**config.mk**
```make
export PLATFORM = sky130hd
export DESIGN_NAME = weight_stream_tx
export DESIGN_NICKNAME = d
export VERILOG_FILES = /design/src/rtl/weight_stream_tx.sv
export SDC_FILE = /design/constraint.sdc
export NUM_CORES = 1
export LEC_CHECK = 0
export ABC_AREA = 1
export CORE_MARGIN = 2
export CORE_UTILIZATION = 50
export CTS_CLUSTER_SIZE = 12
export DETAILED_ROUTE_END_ITERATION = 12
export GPL_TIMING_DRIVEN = 0
export PLACE_DENSITY = 0.87
export SLEW_MARGIN = 20
export SYNTH_ARGS = -nofsm -noshare
export SYNTH_HDL_FRONTEND = slang
export SYNTH_SLANG_ARGS = --single-unit
```
**constraint.sdc**
```tcl
create_clock -name CLK -period 9.3 [get_ports CLK]
set_input_delay 0.93 -clock CLK [delete_from_list [all_inputs] [get_ports CLK]]
set_output_delay 0.93 -clock CLK [all_outputs]
set_load 0.005 [all_outputs]
```
**src/rtl/weight_stream_tx.sv**
```systemverilog
// Serialises one captured 5x5 weight filter into the 32-bit write stream of the weight row buffer.
// Build option: define WEIGHT_TX_BACK_TO_BACK_EN to accept a new frame on the last-word transfer edge.
module weight_stream_tx #(
   parameter int INPUT_WIDTH  = 32,
   parameter int OUTPUT_WIDTH = 32
) (
   input  logic                    CLK,
   input  logic                    RESET,
   input  logic                    LOAD_VALID,
   output logic                    LOAD_READY,
   input  logic [39:0]             LOAD_ROW_0,
   input  logic [39:0]             LOAD_ROW_1,
   input  logic [39:0]             LOAD_ROW_2,
   input  logic [39:0]             LOAD_ROW_3,
   input  logic [39:0]             LOAD_ROW_4,
   input  logic [3:0]              PARAM_R,
   input  logic [3:0]              PARAM_S,
   input  logic                    OUT_EN,
   output logic                    OUT_VALID,
   output logic [OUTPUT_WIDTH-1:0] OUT_DATA,
   output logic                    OUT_LAST,
   output logic                    DONE
);

   typedef enum logic {ST_IDLE, ST_SEND} state_t;

   state_t                  state_q, state_d;
   logic [199:0]            row_q;
   logic                    dense_q;
   logic [2:0]              n_q;
   logic [2:0]              idx_q;
   logic [OUTPUT_WIDTH-1:0] data_q;
   logic                    done_q;

   logic [199:0]            load_bus;
   logic [2:0]              r_eff;
   logic [2:0]              n_in;
   logic                    dense_in;
   logic                    in_send;
   logic                    is_last;
   logic                    accept;
   logic                    xfer;
   logic                    xfer_last;

   // Dense mode walks the 200-bit row concatenation in 32-bit steps; row mode takes the top 32 bits of each row.
   function automatic logic [INPUT_WIDTH-1:0] pick_word(input logic [199:0] rows,
                                                        input logic         dense,
                                                        input logic [2:0]   idx);
      logic [INPUT_WIDTH-1:0] w;
      w = '0;
      if (dense) begin
         case (idx)
            3'd0: w = rows[199:168];
            3'd1: w = rows[167:136];
            3'd2: w = rows[135:104];
            3'd3: w = rows[103:72];
            3'd4: w = rows[71:40];
            3'd5: w = rows[39:8];
            3'd6: w = {rows[7:0], 24'h0};
            default: w = '0;
         endcase
      end else begin
         case (idx)
            3'd0: w = rows[199:168];
            3'd1: w = rows[159:128];
            3'd2: w = rows[119:88];
            3'd3: w = rows[79:48];
            3'd4: w = rows[39:8];
            3'd5: w = rows[39:8];
            3'd6: w = {rows[7:0], 24'h0};
            default: w = '0;
         endcase
      end
      return w;
   endfunction

   assign load_bus = {LOAD_ROW_0, LOAD_ROW_1, LOAD_ROW_2, LOAD_ROW_3, LOAD_ROW_4};

   always_comb begin
      r_eff = PARAM_R[2:0];
      if (PARAM_R == 4'd0) begin
         r_eff = 3'd1;
      end else if (PARAM_R > 4'd5) begin
         r_eff = 3'd5;
      end
      dense_in = (PARAM_S >= 4'd5);
      n_in     = (dense_in || (r_eff == 3'd5)) ? 3'd7 : r_eff;
   end

   assign in_send   = (state_q == ST_SEND);
   assign is_last   = (idx_q == (n_q - 3'd1));
   assign OUT_VALID = in_send;
   assign OUT_LAST  = in_send & is_last;
   assign OUT_DATA  = data_q;
   assign DONE      = done_q;

`ifdef WEIGHT_TX_BACK_TO_BACK_EN
   assign LOAD_READY = (state_q == ST_IDLE) | (OUT_LAST & OUT_EN);
`else
   assign LOAD_READY = (state_q == ST_IDLE);
`endif

   always_ff @(posedge CLK or posedge RESET) begin
      if (RESET) begin
         state_q <= ST_IDLE;
      end else begin
         state_q <= state_d;
      end
   end

   always_comb begin
      state_d   = state_q;
      accept    = LOAD_VALID & LOAD_READY;
      xfer      = in_send & OUT_EN;
      xfer_last = xfer & is_last;
      case (state_q)
         ST_IDLE: if (accept) state_d = ST_SEND;
         ST_SEND: if (xfer_last && !accept) state_d = ST_IDLE;
         default: state_d = ST_IDLE;
      endcase
   end

   // On accept, w0 is built straight from the load bus so it is registered in the same edge as the rows.
   always_ff @(posedge CLK or posedge RESET) begin
      if (RESET) begin
         row_q   <= '0;
         dense_q <= 1'b0;
         n_q     <= 3'd1;
         idx_q   <= '0;
         data_q  <= '0;
         done_q  <= 1'b0;
      end else begin
         done_q <= xfer_last;
         if (accept) begin
            row_q   <= load_bus;
            dense_q <= dense_in;
            n_q     <= n_in;
            idx_q   <= '0;
            data_q  <= pick_word(load_bus, dense_in, 3'd0);
         end else if (xfer) begin
            if (is_last) begin
               idx_q  <= '0;
               data_q <= '0;
            end else begin
               idx_q  <= idx_q + 3'd1;
               data_q <= pick_word(row_q, dense_q, idx_q + 3'd1);
            end
         end
      end
   end

endmodule

```
==> results.yml <==
synth:
  syn_area_sq_mm: 0.0128
  synth.distinct_cells: 25
  synth-simple-area-share_pct: 39.0
  ys_seq_area_share_pct: 47.1
  ys_ff_latch: 241
  synth_nets: 2054
  synthXorXnorAreaFrac_pct: 0.137
  synth_compound_gate_area_share_pct: 3.86
  synthCells: 1836
  synthAdderAreaFrac_pct: 0.586
  synth_area_per_cell_sq_um: 6.98
  synth_top_family_by_area: "simple AND/OR/NAND/NOR gates"
  post_synth_mux_area_share_pct: 0
  ys_warn_count: 0
floorplanning:
  core_sq_mm: 0.0252
  start_util_pct: 50.9
  die_width_um: 164
  rows: 58
  die-height_um: 164
  io_pins: 248
  dieArea_sq_mm: 0.0269
pwr:
  p_total_mw: 5.48
  ir_worst_vdd_mv: 0.154
  powerDensity_mw_per_mm2: 333
  p_leak_nw: 8.86
grt:
  grt_pass1_wl_mm: 75.2
  grt.overflow.total: 0
  grt_max_degree: 112
  grt_pass1_vias: 13000
  antenna_found_initial: 0
  grt_use_total_pct: 37.7
finish:
  syn_to_final_growth_pct: 28.7
  final_area_sq_mm: 0.0165
  utilization_pct: 65.5
  drive_above_1_share_pct: 4.66
  final_cells: 2455
  fin_nets: 2330
setup_path:
  reg2regPathDepth: 9
  worst_ep_required_time_ps: 8370
  path_class: "flip-flop to output pin"
  endpoint_kind: "output pin"
  critPathMaxFanout: 5
  cp.arrival_ps: 2440
  start_kind: "flip-flop"
drt:
  ant_nets: 0
  dr.pass1.iters: 6
  vias: 13600
  drt_wl_total_mm: 50.0
  wl_per_cell_um: 20.4
  vias_per_cell: 5.54
  dr.first_iter.drc_count: 1762
  drc: 0
clock_network:
  clk_transition_reported_paths_ps: 60
  root_buffer: "clkbuf_16"
  cts_setup_buffers: 0
  cts_hold_buf: 0
  ctsHtreeMaxLevel: 1
  cts_resized: 0
  worst_skew_pair.late_latency_ps: 540
  cts_buffers: 25
  cts.path.max_buffers: 3
  clock-sinks: 241
  cts_tree: "done"
sta:
  worst_slew_pin_slew_ps: 1100
  hold_violations: 0
  final_max_slew_viol_count: 0
  rsz0062_at_grt: "no"
  setup_viol: 0
  finalCritPeriodShare_pct: 36.3
  fmax_mhz: 297
  relSlewSlack_pct: 26.6
  final.min_clock_period_ps: 3370
  fin_ws_ps: 5930
  fin_worst_skew_ps: 11.9
place:
  dpl-instance-area_sq_mm: 0.0158
  io_buffers: 247
  dpl.hpwl_mm: 38.9
  gp_congestion: 0.985
  placed_cells: 2415
  pre_cts_slack_ps: 6090
outcome:
  status: "finished, final reports clean"
hold_path:
  hp-class: "flip-flop to flip-flop"
  whs_path_depth: 2
job:
  cap_violations: 0
## worst max-delay path, cell delays in order, from the launching register on
cell and delay (ps):
dfstp_2 560, inv_1 50, ha_1 300, xnor2_1 130, nor2_1 80, nand2_1 150, nor2_1 130, clkdlybuf4s50_1 500
## layer usage
layer | wire (um) | vias up | track usage, %
li1 | - | 6274 | -
met4 | 2490 | 0 | 16.1
met3 | 4750 | 143 | 7.53
met5 | 0 | - | 0
met1 | 20600 | 6372 | 51.1
met2 | 22200 | 810 | 59.3
## Yosys cell counts (all sizes together)
library cell	instances	area share [%]
o22ai	2	0.098
nor2	152	4.5
a22oi	1	0.059
inv	169	5.0
buf	68	3.1
nand3	323	13
dfrtp	240	47
a21oi	4	0.16
a41oi	1	0.068
ha	6	0.59
clkbuf	45	1.3
nand4	8	0.39
nand2	723	21
dfstp	1	0.21
o21ai	89	3.5
xnor2	2	0.14
or2	2	0.098
## flip-flops by register name (all words and copies together), names as in the netlist
name       flops
row_q        200
OUT_DATA      32
idx_q          3
n_q            3
DONE           1
OUT_VALID      1
dense_q        1
## through the flow
step	hold WS, ps	setup TNS (ps)
global route	514	0
floorplan	449	0
finish	484	0
global placement	464	-213770
detailed placement	467	0
CTS	484	0
## logic make-up after synthesis
| logic type | count (synthesis) |
|---|---|
| xor gates and xnor gates | 2 |
| and+or+nand+nor | 1208 |
| adders and majority gates | 6 |
| buffers and inverters | 282 |
| AOI/OAI and AO/OA | 97 |
| DFF | 241 |
## cell type report
| class | instances | area (sq um) |
|---|---|---|
| multi-input cells | 1313 | 5580 |
| diodes | 1 | 2.50 |
| clock buffers | 37 | 721 |
| clock inverters | 2 | 10.0 |
| plain buffers | 113 | 561 |
| flip-flops and latches | 241 | 6030 |
| repair buffers | 249 | 2530 |
| well taps | 330 | 413 |
| inverters | 169 | 642 |
| fillers | 2195 | 8690 |
## final timing paths
check / from / endpoint / slack [ps]
worst min register to register: row_q[199] / row_q[199] / 480
max in group asynchronous: RESET / row_q[119] / 7590
min in group asynchronous: RESET / row_q[20] / 810
worst max register to register: idx_q[0] / OUT_DATA[6] / 6690
worst min-delay path: row_q[199] / row_q[199] / 480
worst max-delay path: n_q[0] / OUT_LAST / 5930
## layout by cell type (no fill, tap or decap), types with 4 or more instances in the layout
cell / count
nand3_1: 323
clkbuf_16: 25
buf_1: 16
nand4_1: 8
a21oi_1: 4
clkbuf_1: 52
buf_6: 11
ha_1: 6
clkdlybuf4s50_1: 247
nand2_1: 717
nor2_1: 150
dfrtp_1: 240
inv_1: 166
nand2_2: 4
clkbuf_8: 5
o21ai_0: 89
buf_2: 40
## power breakdown
group | total, mW | internal, mW | leakage [nW] | switching, mW
combinational | 2.66 | 0.880 | 5.46 | 1.78
clock | 0.934 | 0.527 | 0.360 | 0.407
sequential | 1.89 | 1.52 | 3.03 | 0.371
(Power assumes the default switching activity.)
